File: config.mk
export PLATFORM = sky130hd
export DESIGN_NAME = card_hand_datapath
export DESIGN_NICKNAME = d
export VERILOG_FILES = /design/src/rtl/card_hand_datapath.sv
export SDC_FILE = /design/constraint.sdc
export NUM_CORES = 1
export LEC_CHECK = 0
export ABC_CLOCK_PERIOD_IN_PS = 5170
export CAP_MARGIN = 20
export CELL_PAD_IN_SITES_DETAIL_PLACEMENT = 1
export CELL_PAD_IN_SITES_GLOBAL_PLACEMENT = 1
export CORE_ASPECT_RATIO = 1.75
export CORE_MARGIN = 10
export CORE_UTILIZATION = 34
export CTS_CLUSTER_DIAMETER = 200
export DETAILED_ROUTE_END_ITERATION = 16
export GPL_TIMING_DRIVEN = 0
export PLACE_DENSITY = 0.69
export SYNTH_ARGS = -nofsm -noshare
export SYNTH_HDL_FRONTEND = slang
export SYNTH_SLANG_ARGS = --single-unit
File: constraint.sdc
create_clock -name slow_clock -period 5.17 [get_ports slow_clock]
set_input_delay 0.517 -clock slow_clock [delete_from_list [all_inputs] [get_ports slow_clock]]
set_output_delay 0.517 -clock slow_clock [all_outputs]
set_load 0.02 [all_outputs]
File: src/rtl/card_hand_datapath.sv
// Purpose : six-slot card store (3 player, 3 dealer) feeding the game FSM; scores, third-card value, 7-seg drive, protocol check.
// Latency : loads take effect on the rising slow_clock edge; all outputs are combinational from the slot registers.
// Backpres: none; strobes are accepted every cycle, and illegal strobes are dropped and latch protocol_err.
//
// Ports:
//   slow_clock, resetb          clock, async active-low reset
//   new_card[3:0]               rank on offer (1=A .. 13=K)
//   load_pcard1..3, load_dcard1..3
//                               capture strobes, at most one per cycle
//   pscore, dscore              hand scores 0..9
//   pcard3                      value of player card 3 (0 if empty)
//   cards_dealt                 occupied slot count 0..6
//   protocol_err                sticky dealing-violation flag
//   HEX0..HEX5                  {g,f,e,d,c,b,a}; HEX0..2 player 1..3, HEX3..5 dealer 1..3
module card_hand_datapath #(
  parameter bit SEG_ACTIVE_LOW = 1'b1
) (
  input  logic       slow_clock,
  input  logic       resetb,
  input  logic [3:0] new_card,
  input  logic       load_pcard1,
  input  logic       load_pcard2,
  input  logic       load_pcard3,
  input  logic       load_dcard1,
  input  logic       load_dcard2,
  input  logic       load_dcard3,
  output logic [3:0] pscore,
  output logic [3:0] dscore,
  output logic [3:0] pcard3,
  output logic [2:0] cards_dealt,
  output logic       protocol_err,
  output logic [6:0] HEX0,
  output logic [6:0] HEX1,
  output logic [6:0] HEX2,
  output logic [6:0] HEX3,
  output logic [6:0] HEX4,
  output logic [6:0] HEX5
);

  // Slot order everywhere: 0..2 = player cards 1..3, 3..5 = dealer cards 1..3.
  logic [3:0] slot_rank [6];
  logic [5:0] slot_vld;
  logic       err_q;

  logic [5:0] load_vec;
  logic       one_hot;
  logic       rank_ok;
  logic       slot_free;
  logic       load_ok;
  logic       load_bad;

  // Segment patterns below are active-low; XOR with this mask flips polarity.
  localparam logic [6:0] SEG_MASK = SEG_ACTIVE_LOW ? 7'h00 : 7'h7F;

  function automatic logic [3:0] card_value(input logic vld, input logic [3:0] rank);
    // Face cards and tens count zero in baccarat.
    if (vld && (rank >= 4'd1) && (rank <= 4'd9)) begin
      card_value = rank;
    end else begin
      card_value = 4'd0;
    end
  endfunction

  function automatic logic [3:0] hand_score(input logic [3:0] a, input logic [3:0] b,
                                            input logic [3:0] c);
    logic [4:0] sum;
    // Max 27, so at most two subtractions of 10 are needed for mod 10.
    sum = {1'b0, a} + {1'b0, b} + {1'b0, c};
    if (sum >= 5'd20) begin
      sum = sum - 5'd20;
    end else if (sum >= 5'd10) begin
      sum = sum - 5'd10;
    end
    hand_score = sum[3:0];
  endfunction

  function automatic logic [6:0] seg_decode(input logic vld, input logic [3:0] rank);
    logic [6:0] seg;
    if (!vld) begin
      seg = 7'b1111111;
    end else begin
      case (rank)
        4'd1:    seg = 7'b0001000;  // A
        4'd2:    seg = 7'b0100100;
        4'd3:    seg = 7'b0110000;
        4'd4:    seg = 7'b0011001;
        4'd5:    seg = 7'b0010010;
        4'd6:    seg = 7'b0000010;
        4'd7:    seg = 7'b1111000;
        4'd8:    seg = 7'b0000000;
        4'd9:    seg = 7'b0010000;
        4'd10:   seg = 7'b1000000;  // shown as 0
        4'd11:   seg = 7'b1100001;  // J
        4'd12:   seg = 7'b0011000;  // Q
        4'd13:   seg = 7'b0001001;  // K
        default: seg = 7'b1111111;
      endcase
    end
    seg_decode = seg ^ SEG_MASK;
  endfunction

  // Load legality: a single strobe, a real rank, and an empty target unless it is
  // player card 1 (which opens a new round and may overwrite).
  always_comb begin
    load_vec  = {load_dcard3, load_dcard2, load_dcard1, load_pcard3, load_pcard2, load_pcard1};
    one_hot   = (load_vec != 6'd0) && ((load_vec & (load_vec - 6'd1)) == 6'd0);
    rank_ok   = (new_card >= 4'd1) && (new_card <= 4'd13);
    slot_free = load_vec[0] || ((load_vec & slot_vld) == 6'd0);
    load_ok   = one_hot && rank_ok && slot_free;
    load_bad  = (load_vec != 6'd0) && !load_ok;
  end

  always_ff @(posedge slow_clock or negedge resetb) begin
    if (!resetb) begin
      for (int i = 0; i < 6; i++) begin
        slot_rank[i] <= 4'd0;
      end
      slot_vld <= 6'd0;
      err_q    <= 1'b0;
    end else begin
      if (load_bad) begin
        err_q <= 1'b1;
      end
      if (load_ok) begin
        for (int i = 0; i < 6; i++) begin
          if (load_vec[i]) begin
            slot_rank[i] <= new_card;
            slot_vld[i]  <= 1'b1;
          end else if (load_vec[0]) begin
            // New round: wipe every other slot on the same edge.
            slot_rank[i] <= 4'd0;
            slot_vld[i]  <= 1'b0;
          end
        end
      end
    end
  end

  always_comb begin
    cards_dealt = 3'd0;
    for (int i = 0; i < 6; i++) begin
      cards_dealt = cards_dealt + {2'b00, slot_vld[i]};
    end
  end

  assign pscore = hand_score(card_value(slot_vld[0], slot_rank[0]),
                             card_value(slot_vld[1], slot_rank[1]),
                             card_value(slot_vld[2], slot_rank[2]));
  assign dscore = hand_score(card_value(slot_vld[3], slot_rank[3]),
                             card_value(slot_vld[4], slot_rank[4]),
                             card_value(slot_vld[5], slot_rank[5]));
  assign pcard3       = card_value(slot_vld[2], slot_rank[2]);
  assign protocol_err = err_q;

  assign HEX0 = seg_decode(slot_vld[0], slot_rank[0]);
  assign HEX1 = seg_decode(slot_vld[1], slot_rank[1]);
  assign HEX2 = seg_decode(slot_vld[2], slot_rank[2]);
  assign HEX3 = seg_decode(slot_vld[3], slot_rank[3]);
  assign HEX4 = seg_decode(slot_vld[4], slot_rank[4]);
  assign HEX5 = seg_decode(slot_vld[5], slot_rank[5]);

endmodule

==> results of run 1 <==
## routing by layer
| metal | vias up | track usage [%] | wire [microns] |
|---|---|---|---|
| met3 | 10 | 2.64 | 542 |
| met5 | - | 0 | 0 |
| met4 | 0 | 4.12 | 187 |
| met2 | 55 | 31.3 | 7410 |
| li1 | 1878 | - | - |
| met1 | 1944 | 15.9 | 4730 |
## worst max-delay path: stages (launching register included)
cell and delay, ps:
dfrtp_2 440, inv_2 90, ha_2 190, or4b_2 600, and3_1 210, and2_1 190, fa_1 490, ha_2 220
fa_2 410, xor2_4 180, inv_2 80, ha_1 220, a2111o_1 360, a211o_1 300, nand3_1 70, buf_4 140
## registers in the layout, indices dropped and copies added, names as in the netlist
register / count
protocol_err: 1
slot_rank: 24
slot_vld: 6
## synthesized netlist by cell type, drive strengths merged (3+ instances only)
master,instances,area (sq um)
nor3,4,20.0
nand2,44,165
o21ai,36,180
and3b,3,26.3
and2,13,81.3
a32o,20,200
dfrtp,31,776
a31oi,5,31.3
mux2i,24,240
nor2,27,101
buf,7,78.8
a21oi,10,50.1
nor4,4,46.3
clkbuf,29,160
ha,43,538
o211ai,13,97.6
a221o,5,50.1
nand3b,3,22.5
o311ai,7,61.3
or4,6,48.8
nor3b,3,22.5
a211oi,5,37.5
nand2b,5,31.3
nor2b,5,31.3
a22o,5,45.0
nand3,17,85.1
fa,13,260
xor2,3,26.3
mux2,5,56.3
o211a,3,30.0
inv,35,131
and3,4,25.0
a21o,4,30.0
## kinds of logic after synthesis
kind of cell,count (synthesis),share of synthesized area (%)
AOI/OAI and AO/OA,132,24.2
adders and majority gates,57,19.9
DFF,31,19.1
xor gates and xnor gates,5,1.08
muxes,29,7.29
buffers and inverters,71,9.11
and+or+nand+nor,148,19.4
## layout make-up
cell class                 count  area share, %
multi-input combinational    371           58.5
sequential                    31           15.4
timing repair buffer          66           12.8
buffer                        36           4.69
tap                          135           3.32
clock buffer                   7           2.61
inverter                      35           2.58
clock inverter                 1         0.0983
## power breakdown
part	total (mW)	leakage [nW]	switching, mW	internal (mW)
combinational	2.08	1.77	1.16	0.915
sequential	0.395	0.384	0.0881	0.307
clock	0.280	0.0679	0.102	0.178
total	2.75	2.22	1.35	1.40
## path summary, 6_finish.rpt
kind | end | start | cells after the start
min reg2reg | protocol_err | protocol_err | 1
max reg2reg | slot_rank[16] | slot_vld[1] | 5
min in group asynchronous | slot_rank[15] | resetb | 1
max in group asynchronous | slot_rank[13] | resetb | 1
min | protocol_err | protocol_err | 1
max | pscore[1] | slot_rank[12] | 15
## what timing repair did
item	in CTS	in global routing
gates resized for setup	26	14
buffers inserted	1	4
hold endpoints to repair	0	0
pin swaps	0	1
setup endpoints to repair	6	6
## metrics by stage
stage	utilization, %	cell area (sq um)
finish	43.7	5090
global route	43.7	5090
CTS	43.2	5030
detailed placement	41.8	4860
global placement	41.5	4840
floorplan	-	4070
==> impl_metrics.env, run 1 <==
export IMPL_clock_path_buffers=2
export IMPL_arrival_ps=4470
export IMPL_global_route_overflow_total=0
export IMPL_cts_sinks=31
export IMPL_regArea_sq_um=783
export IMPL_setup_viol=0
export IMPL_layout_drive_gt1_share_pct=11.3
export IMPL_final_cell_mix="54 x clkdlybuf4s50_1, 44 x nand2_1, 41 x ha_1, 35 x o21ai_0, 32 x inv_1"
export IMPL_row_count=52
export IMPL_tns_ps=0
export IMPL_start_util_pct=34.9
export IMPL_skew_ps=5.82
export IMPL_ys_flop_type="dfrtp_1"
export IMPL_n_fill_cell=1361
export IMPL_wl_mm=12.9
export IMPL_fin_cells=682
export IMPL_cts_hold_buffers=0
export IMPL_core_sq_um=11600
export IMPL_dr_pass1_iters=4
export IMPL_slew_violations=0
export IMPL_drcViolationCount=0
export IMPL_grt_first_pass_wirelength_mm=21.5
export IMPL_design_die_area_sq_um=16900
export IMPL_holdWs_ps=481
export IMPL_fin_crit_sh_pct=96.4
export IMPL_ir_drop_uv=473
export IMPL_place_worst_setup_slack_ps=-417
export IMPL_post_route_min_period_ps=4980
export IMPL_port_buffers=60
export IMPL_synth_edff_count=0
export IMPL_yosysWarningCount=0
export IMPL_syn_to_final_growth_pct=25.2
export IMPL_place_inst=669
export IMPL_syn_area_sq_um=4070
export IMPL_htreeDepth=2
export IMPL_grt_max_degree=18
export IMPL_grt_util_all_layers_pct=15.7
export IMPL_status="completed"
export IMPL_total_power_mw=2.75
export IMPL_hold_viol=0
export IMPL_p_leak_nw=2.22
export IMPL_fmax_mhz=201
export IMPL_synthArstFlopShare_pct=100
export IMPL_io_pins=70
export IMPL_ff2ff_setup_slack_ps=2710
export IMPL_required_ps=4650
export IMPL_ant_nets=0
export IMPL_slew_headroom_pct=41.2
export IMPL_cts_root_buf="clkbuf_16"
export IMPL_dp_hpwl_mm=10.2
export IMPL_syn_num_nets=541
export IMPL_nNetsFinal=614
export IMPL_die_h_microns=165
export IMPL_path_class="flop to output pin"
export IMPL_worst_slack_ps=188
export IMPL_globalplace_congestion=0.850
export IMPL_via_count=3887
export IMPL_powerDensity_nw_per_um2=540
export IMPL_drv_cap=0
export IMPL_wire_per_inst_microns=18.9
export IMPL_hp_class="flop to flop"
export IMPL_clkTransAtPathRegs_ps=50
export IMPL_grt_setup_unrepaired="no"
export IMPL_ys_types=66
export IMPL_final_common_cell="clkdlybuf4s50_1"
export IMPL_clk_insertion_delay_late_ps=280
export IMPL_die_w_microns=103
export IMPL_numCtsBuffers=5
export IMPL_ys_ff_latch=31
export IMPL_worst_setup_path_start_kind="flop"
export IMPL_viasPerCell=5.70
export IMPL_crit_fanout=5
export IMPL_synth_area_per_cell_sq_um=8.60
export IMPL_antenna_cells=0
export IMPL_end_kind="output pin"
export IMPL_antenna_found_initial=0
export IMPL_grt_pass1_vias=4243
export IMPL_tightest_slew_ps=880
export IMPL_drt_iter0_drc=117
export IMPL_cts_tree="yes"
export IMPL_synth_seq_area_share_pct=19.1
export IMPL_syn_inst=473
export IMPL_multi_input_area_sq_um=2980
(Power assumes the default switching activity.)
==> inputs of run 2 (changes only) <==
- CORE_ASPECT_RATIO: 1.75 -> 0.8
==> impl_metrics.env, run 2 (synthesized netlist as in run 1, its figures left out) <==
export IMPL_status="completed"
export IMPL_powerDensity_nw_per_um2=539
export IMPL_drv_cap=0
export IMPL_grt_pass1_vias=4024
export IMPL_place_inst=682
export IMPL_dr_pass1_iters=4
export IMPL_fin_crit_sh_pct=97.9
export IMPL_worst_slack_ps=109
export IMPL_place_area_sq_um=4880
export IMPL_cts_sinks=31
export IMPL_antenna_cells=0
export IMPL_final_common_cell="clkdlybuf4s50_1"
export IMPL_arrival_ps=4540
export IMPL_end_kind="output pin"
export IMPL_syn_to_final_growth_pct=25.5
export IMPL_clock_path_buffers=2
export IMPL_via_count=3898
export IMPL_min_from="protocol_err"
export IMPL_setup_viol=0
export IMPL_place_worst_setup_slack_ps=-395
export IMPL_hp_class="flop to flop"
export IMPL_final_cell_mix="54 x clkdlybuf4s50_1, 44 x nand2_1, 42 x ha_1, 35 x o21ai_0, 34 x inv_1"
export IMPL_slew_violations=0
export IMPL_nNetsFinal=613
export IMPL_top_register="slot_rank"
export IMPL_numCtsBuffers=5
export IMPL_ir_drop_uv=177
export IMPL_die_w_microns=142
export IMPL_grt_setup_unrepaired="yes"
export IMPL_dp_hpwl_mm=9.72
export IMPL_skew_ps=6.18
export IMPL_layout_drive_gt1_share_pct=10.3
export IMPL_die_h_microns=118
export IMPL_row_count=35
export IMPL_required_ps=4650
export IMPL_cts_hold_buffers=0
export IMPL_p_leak_nw=2.23
export IMPL_ff2ff_setup_slack_ps=2760
export IMPL_crit_path_start="slot_rank[13]"
export IMPL_htreeDepth=2
export IMPL_grt_max_degree=20
export IMPL_largest_register_ff_count=24
export IMPL_clkTransAtPathRegs_ps=50
export IMPL_holdWs_ps=493
export IMPL_cp_cell_sequence="inv_1, ha_2, or4b_2, and3_1, and2_1, fa_1, ha_1, fa_2, inv_1, ha_1, nand2b_1, a21o_1, mux2i_1, mux2i_1, clkdlybuf4s15_1"
export IMPL_globalplace_congestion=0.820
export IMPL_grt_util_all_layers_pct=14.2
export IMPL_wire_per_inst_microns=17.8
export IMPL_path_class="flop to output pin"
export IMPL_start_util_pct=35.0
export IMPL_viasPerCell=5.62
export IMPL_tightest_slew_ps=782
export IMPL_global_route_overflow_total=0
export IMPL_cts_tree="yes"
export IMPL_antenna_found_initial=0
export IMPL_core_sq_um=11600
export IMPL_ff2ff_path_depth=5
export IMPL_cts_root_buf="clkbuf_16"
export IMPL_worst_setup_path_start_kind="flop"
export IMPL_n_fill_cell=1353
export IMPL_port_buffers=60
export IMPL_drt_iter0_drc=163
export IMPL_cp_slowest_stage_delay_ps=630
export IMPL_setup_worst_path_end="pscore[2]"
export IMPL_wl_mm=12.3
export IMPL_ant_nets=0
export IMPL_r2r_end="slot_rank[4]"
export IMPL_post_route_min_period_ps=5060
export IMPL_slew_headroom_pct=47.1
export IMPL_crit_fanout=7
export IMPL_slowest_stage="fa_2"
export IMPL_design_die_area_sq_um=16800
export IMPL_fin_cells=693
export IMPL_grt_first_pass_wirelength_mm=20.5
export IMPL_drcViolationCount=0
export IMPL_final_area_sq_um=5100
export IMPL_io_pins=70
export IMPL_hold_viol=0
export IMPL_clk_insertion_delay_late_ps=280
export IMPL_fmax_mhz=198
export IMPL_worstReg2RegStart="slot_vld[1]"
run 2: cell count changes in the layout (fill, tap and decap cells not counted), sizes merged:
cell | before | now
buf | 16 | 14
bufinv | 0 | 1
clkbuf | 37 | 35
clkdlybuf4s15 | 0 | 1
clkinv | 1 | 0
dlygate4sd2 | 0 | 1
run 2: what timing repair did:
item                                    in CTS  in global routing
resized for setup                           19                 10
buffers inserted                             2                  2
endpoints found under the setup margin       6                  5
run 2: per-stage QoR:
step	total power [mW]	utilization, %	TNS, ps
after CTS	2.76	43.7	0
after floorplan	1.70	-	0
after global routing	3.00	44.0	-44.0
final	2.75	44.0	0
after global placement	2.37	41.8	-773
after detailed placement	2.42	42.0	-900
run 2: worst max-delay path, delay by kind of cell (launching register included):
kind,cells,cell delay [ps]
buf+inv,3,500
mux,2,290
simple gates,4,1090
flops,1,410
compound gates,1,180
fa+ha+maj,5,1770
run 2: final cells by class:
| type | instances | area [sq um] | share of cell area (%) |
|---|---|---|---|
| tap | 148 | 185 | 3.63 |
| multi-input combinational | 371 | 2950 | 57.9 |
| timing repair buffer | 65 | 652 | 12.8 |
| inverter | 35 | 131 | 2.57 |
| clock inverter | 1 | 30.0 | 0.589 |
| buffer | 36 | 239 | 4.68 |
| sequential | 31 | 783 | 15.4 |
| clock buffer | 6 | 129 | 2.53 |
run 2: where the power goes:
part | switching [mW] | leakage (nW) | internal, mW
sequential | 0.0854 | 0.384 | 0.307
clock | 0.0995 | 0.0769 | 0.224
combinational | 1.14 | 1.77 | 0.894
run 2: layer usage:
metal / vias to the layer above / share of wire, % / GRT usage, %
met5: - / 0 / 0
met3: 4 / 4.3 / 2.86
li1: 1886 / - / -
met4: 0 / 0.20 / 0.957
met1: 1945 / 49 / 20.0
met2: 63 / 46 / 22.5
run 2: worst min-delay path by stage:
stage | cells after the start | end
finish | 1 | protocol_err
floorplan | 0 | protocol_err
detailed placement | 1 | protocol_err
CTS | 1 | protocol_err
global placement | 1 | protocol_err
global route | 1 | protocol_err
==> inputs of run 3 (changes only) <==
--- a/config.mk
+++ b/config.mk
@@ -7,2 +7,3 @@
 export LEC_CHECK = 0
+export ABC_AREA = 1
 export ABC_CLOCK_PERIOD_IN_PS = 5170
@@ -17,3 +18,3 @@
 export GPL_TIMING_DRIVEN = 0
-export PLACE_DENSITY = 0.69
+export PLACE_DENSITY = 0.73
 export SYNTH_ARGS = -nofsm -noshare
--- a/constraint.sdc
+++ b/constraint.sdc
@@ -3,2 +3,2 @@
 set_output_delay 0.517 -clock slow_clock [all_outputs]
-set_load 0.02 [all_outputs]
+set_load 0.01 [all_outputs]
==> impl_metrics.env, run 3 <==
export IMPL_tns_ps=0
export IMPL_crit_fanout=6
export IMPL_setup_viol=0
export IMPL_viasPerCell=5.19
export IMPL_synthTopCellsByCount="141 x nand2_1, 79 x inv_1, 66 x nand3_1"
export IMPL_synth_area_top_cells="dfrtp_1 20%, ha_1 14%, nand2_1 14%, nand3_1 8.5%, inv_1 7.6%"
export IMPL_drt_iter0_drc=157
export IMPL_path_delay_family="adder cells"
export IMPL_fin_crit_sh_pct=94.9
export IMPL_slew_violations=0
export IMPL_syn_num_nets=644
export IMPL_dp_hpwl_mm=10.1
export IMPL_arrival_ps=4390
export IMPL_die_h_microns=116
export IMPL_yosysMostFrequentCell="nand2_1"
export IMPL_cp_cell_sequence="inv_2, ha_1, inv_1, o21ai_0, nand3_1, nor2_1, fa_1, ha_1, fa_1, xnor2_2, ha_1, nand2_1, o211ai_1, buf_4, nand3_1, nand3_1, clkdlybuf4s50_1"
export IMPL_hold_viol=0
export IMPL_ys_flop_type="dfrtp_1"
export IMPL_slew_headroom_pct=52.9
export IMPL_ant_nets=0
export IMPL_cts_root_buf="clkbuf_16"
export IMPL_required_ps=4650
export IMPL_p_leak_nw=2.42
export IMPL_clock_path_buffers=2
export IMPL_globalplace_congestion=0.856
export IMPL_grt_first_pass_wirelength_mm=21.1
export IMPL_final_common_cell="nand2_1"
export IMPL_nNetsFinal=715
export IMPL_antenna_found_initial=0
export IMPL_antenna_cells=0
export IMPL_io_pins=70
export IMPL_place_worst_setup_slack_ps=180
export IMPL_clk_insertion_delay_late_ps=270
export IMPL_core_sq_um=11000
export IMPL_p_comb_share_pct=70.4
export IMPL_drcViolationCount=0
export IMPL_numCtsBuffers=5
export IMPL_yosysWarningCount=0
export IMPL_status="completed"
export IMPL_syn_area_sq_um=3890
export IMPL_top_register="slot_rank"
export IMPL_p_seq_share_pct=16.7
export IMPL_die_w_microns=140
export IMPL_netlist_area_leader_share_pct=19.9
export IMPL_worst_slack_ps=263
export IMPL_cp_slowest_stage_delay_ps=540
export IMPL_dr_pass1_iters=4
export IMPL_synth_top_area_cell="dfrtp_1"
export IMPL_global_route_overflow_total=0
export IMPL_end_kind="output pin"
export IMPL_power_share_clock_pct=12.9
export IMPL_wire_per_inst_microns=15.9
export IMPL_fmax_mhz=204
export IMPL_skew_ps=2.54
export IMPL_grt_max_degree=32
export IMPL_synthArstFlopShare_pct=100
export IMPL_path_class="flop to output pin"
export IMPL_tightest_slew_ps=707
export IMPL_layout_drive_gt1_share_pct=9.12
export IMPL_worst_setup_path_start_kind="flop"
export IMPL_crit_buf_inv=4
export IMPL_ir_drop_uv=135
export IMPL_design_die_area_sq_um=16200
export IMPL_switching_power_mw=1.05
export IMPL_clkTransAtPathRegs_ps=50
export IMPL_cts_sinks=31
export IMPL_htreeDepth=2
export IMPL_powerDensity_nw_per_um2=455
export IMPL_p_int_mw=1.17
export IMPL_syn_to_final_growth_pct=25.4
export IMPL_cts_tree="yes"
export IMPL_slowest_stage="clkdlybuf4s50_1"
export IMPL_drv_cap=0
export IMPL_start_util_pct=35.3
export IMPL_ys_types=30
export IMPL_grt_pass1_vias=4209
export IMPL_wl_mm=12.6
export IMPL_switching_share_pct=47.2
export IMPL_row_count=34
export IMPL_post_route_util_pct=44.3
export IMPL_synth_edff_count=0
export IMPL_ys_ff_latch=31
export IMPL_syn_inst=576
export IMPL_final_cell_mix="140 x nand2_1, 73 x inv_1, 66 x nand3_1, 58 x clkdlybuf4s50_1"
export IMPL_post_route_min_period_ps=4910
export IMPL_synth_seq_area_share_pct=19.9
export IMPL_port_buffers=60
export IMPL_synth_area_per_cell_sq_um=6.76
export IMPL_holdWs_ps=295
export IMPL_hp_class="input pin to asynchronous set/reset pin"
export IMPL_via_count=4108
export IMPL_largest_register_ff_count=24
export IMPL_grt_util_all_layers_pct=15.1
-- run 3: cell types whose count changed in the layout (fill, tap and decap cells not counted), moves of 8 or more --
| cell | previous run | this run |
|---|---|---|
| a32o_1 | 20 | 0 |
| nor2_1 | 27 | 42 |
| buf_2 | 2 | 10 |
| nand3_1 | 17 | 66 |
| clkbuf_1 | 24 | 8 |
| a21oi_1 | 9 | 25 |
| mux2i_1 | 24 | 0 |
| inv_1 | 34 | 73 |
| and2_1 | 13 | 0 |
| nand4_1 | 1 | 27 |
| nand2_1 | 44 | 140 |
-- run 3: power groups by stage --
stage	Sequential [mW]	Combinational [mW]	Clock [mW]
floorplan	0.348	0.894	0
global placement	0.368	1.49	0
detailed placement	0.371	1.53	0
CTS	0.367	1.54	0.291
global route	0.381	1.75	0.307
finish	0.370	1.56	0.287
-- run 3: repair_timing --
| item | 4_1_cts | 5_1_grt |
|---|---|---|
| hold buffers | 0 | 0 |
| cloned | 0 | 0 |
| setup endpoints to repair | 1 | 6 |
| pin swaps | 0 | 2 |
| resized for setup | 2 | 19 |
| setup buffers | 0 | 4 |
-- run 3: area by class of cell --
cell class,instances,area [sq um]
Timing Repair Buffer,64,628
Sequential cell,31,778
Clock buffer,6,139
Inverter,80,300
Multi-Input combinational cell,438,2680
Buffer,27,173
Fill cell,1428,6140
Clock inverter,1,5.00
Tap cell,144,180
-- run 3: logic make-up (layout without fill, tap and decap cells) --
| family | Yosys count | in the layout | synth area share, % |
|---|---|---|---|
| simple gates | 290 | 290 | 33.3 |
| buf+inv | 107 | 178 | 12.2 |
| compound gates | 89 | 89 | 13.4 |
| fa+ha+maj | 56 | 56 | 20.5 |
| flops | 31 | 31 | 19.9 |
| xor+xnor | 3 | 3 | 0.675 |
-- run 3: routing by layer --
metal  part of all wire [%]  routed length (microns)  up-vias  global-route usage (%)
li1                       -                        -     2042                       -
met1                     50                     6230     2002                    20.7
met2                     46                     5830       60                    25.7
met3                    3.6                      455        4                    2.04
met4                   0.38                       48        0                    1.51
met5                      0                        0        -                       0
-- run 3: worst reg2reg max path: stages (launching register included) --
cell     delay (ps)
dfrtp_1         470
inv_1           210
o21ai_1         110
nor2_2          140
buf_4           200
nand4_1         220
nand2_1         120
nand2_1          60
-- run 3: stage by stage --
stage	total power, mW	std cells	instance area, sq um
finish	2.22	791	4880
floorplan	1.24	576	3890
detailed placement	1.90	780	4670
global route	2.44	791	4880
global placement	1.86	780	4670
CTS	2.20	787	4820
-- run 3: final timing paths --
check,from,endpoint,slack [ps],cells after the start
max,slot_rank[5],dscore[2],260,17
min reg2reg,protocol_err,protocol_err,490,2
min,resetb,protocol_err,290,1
min in group slow_clock,protocol_err,protocol_err,490,2
max reg2reg,slot_vld[3],slot_rank[5],3530,7
max in group asynchronous,resetb,slot_rank[21],4370,1
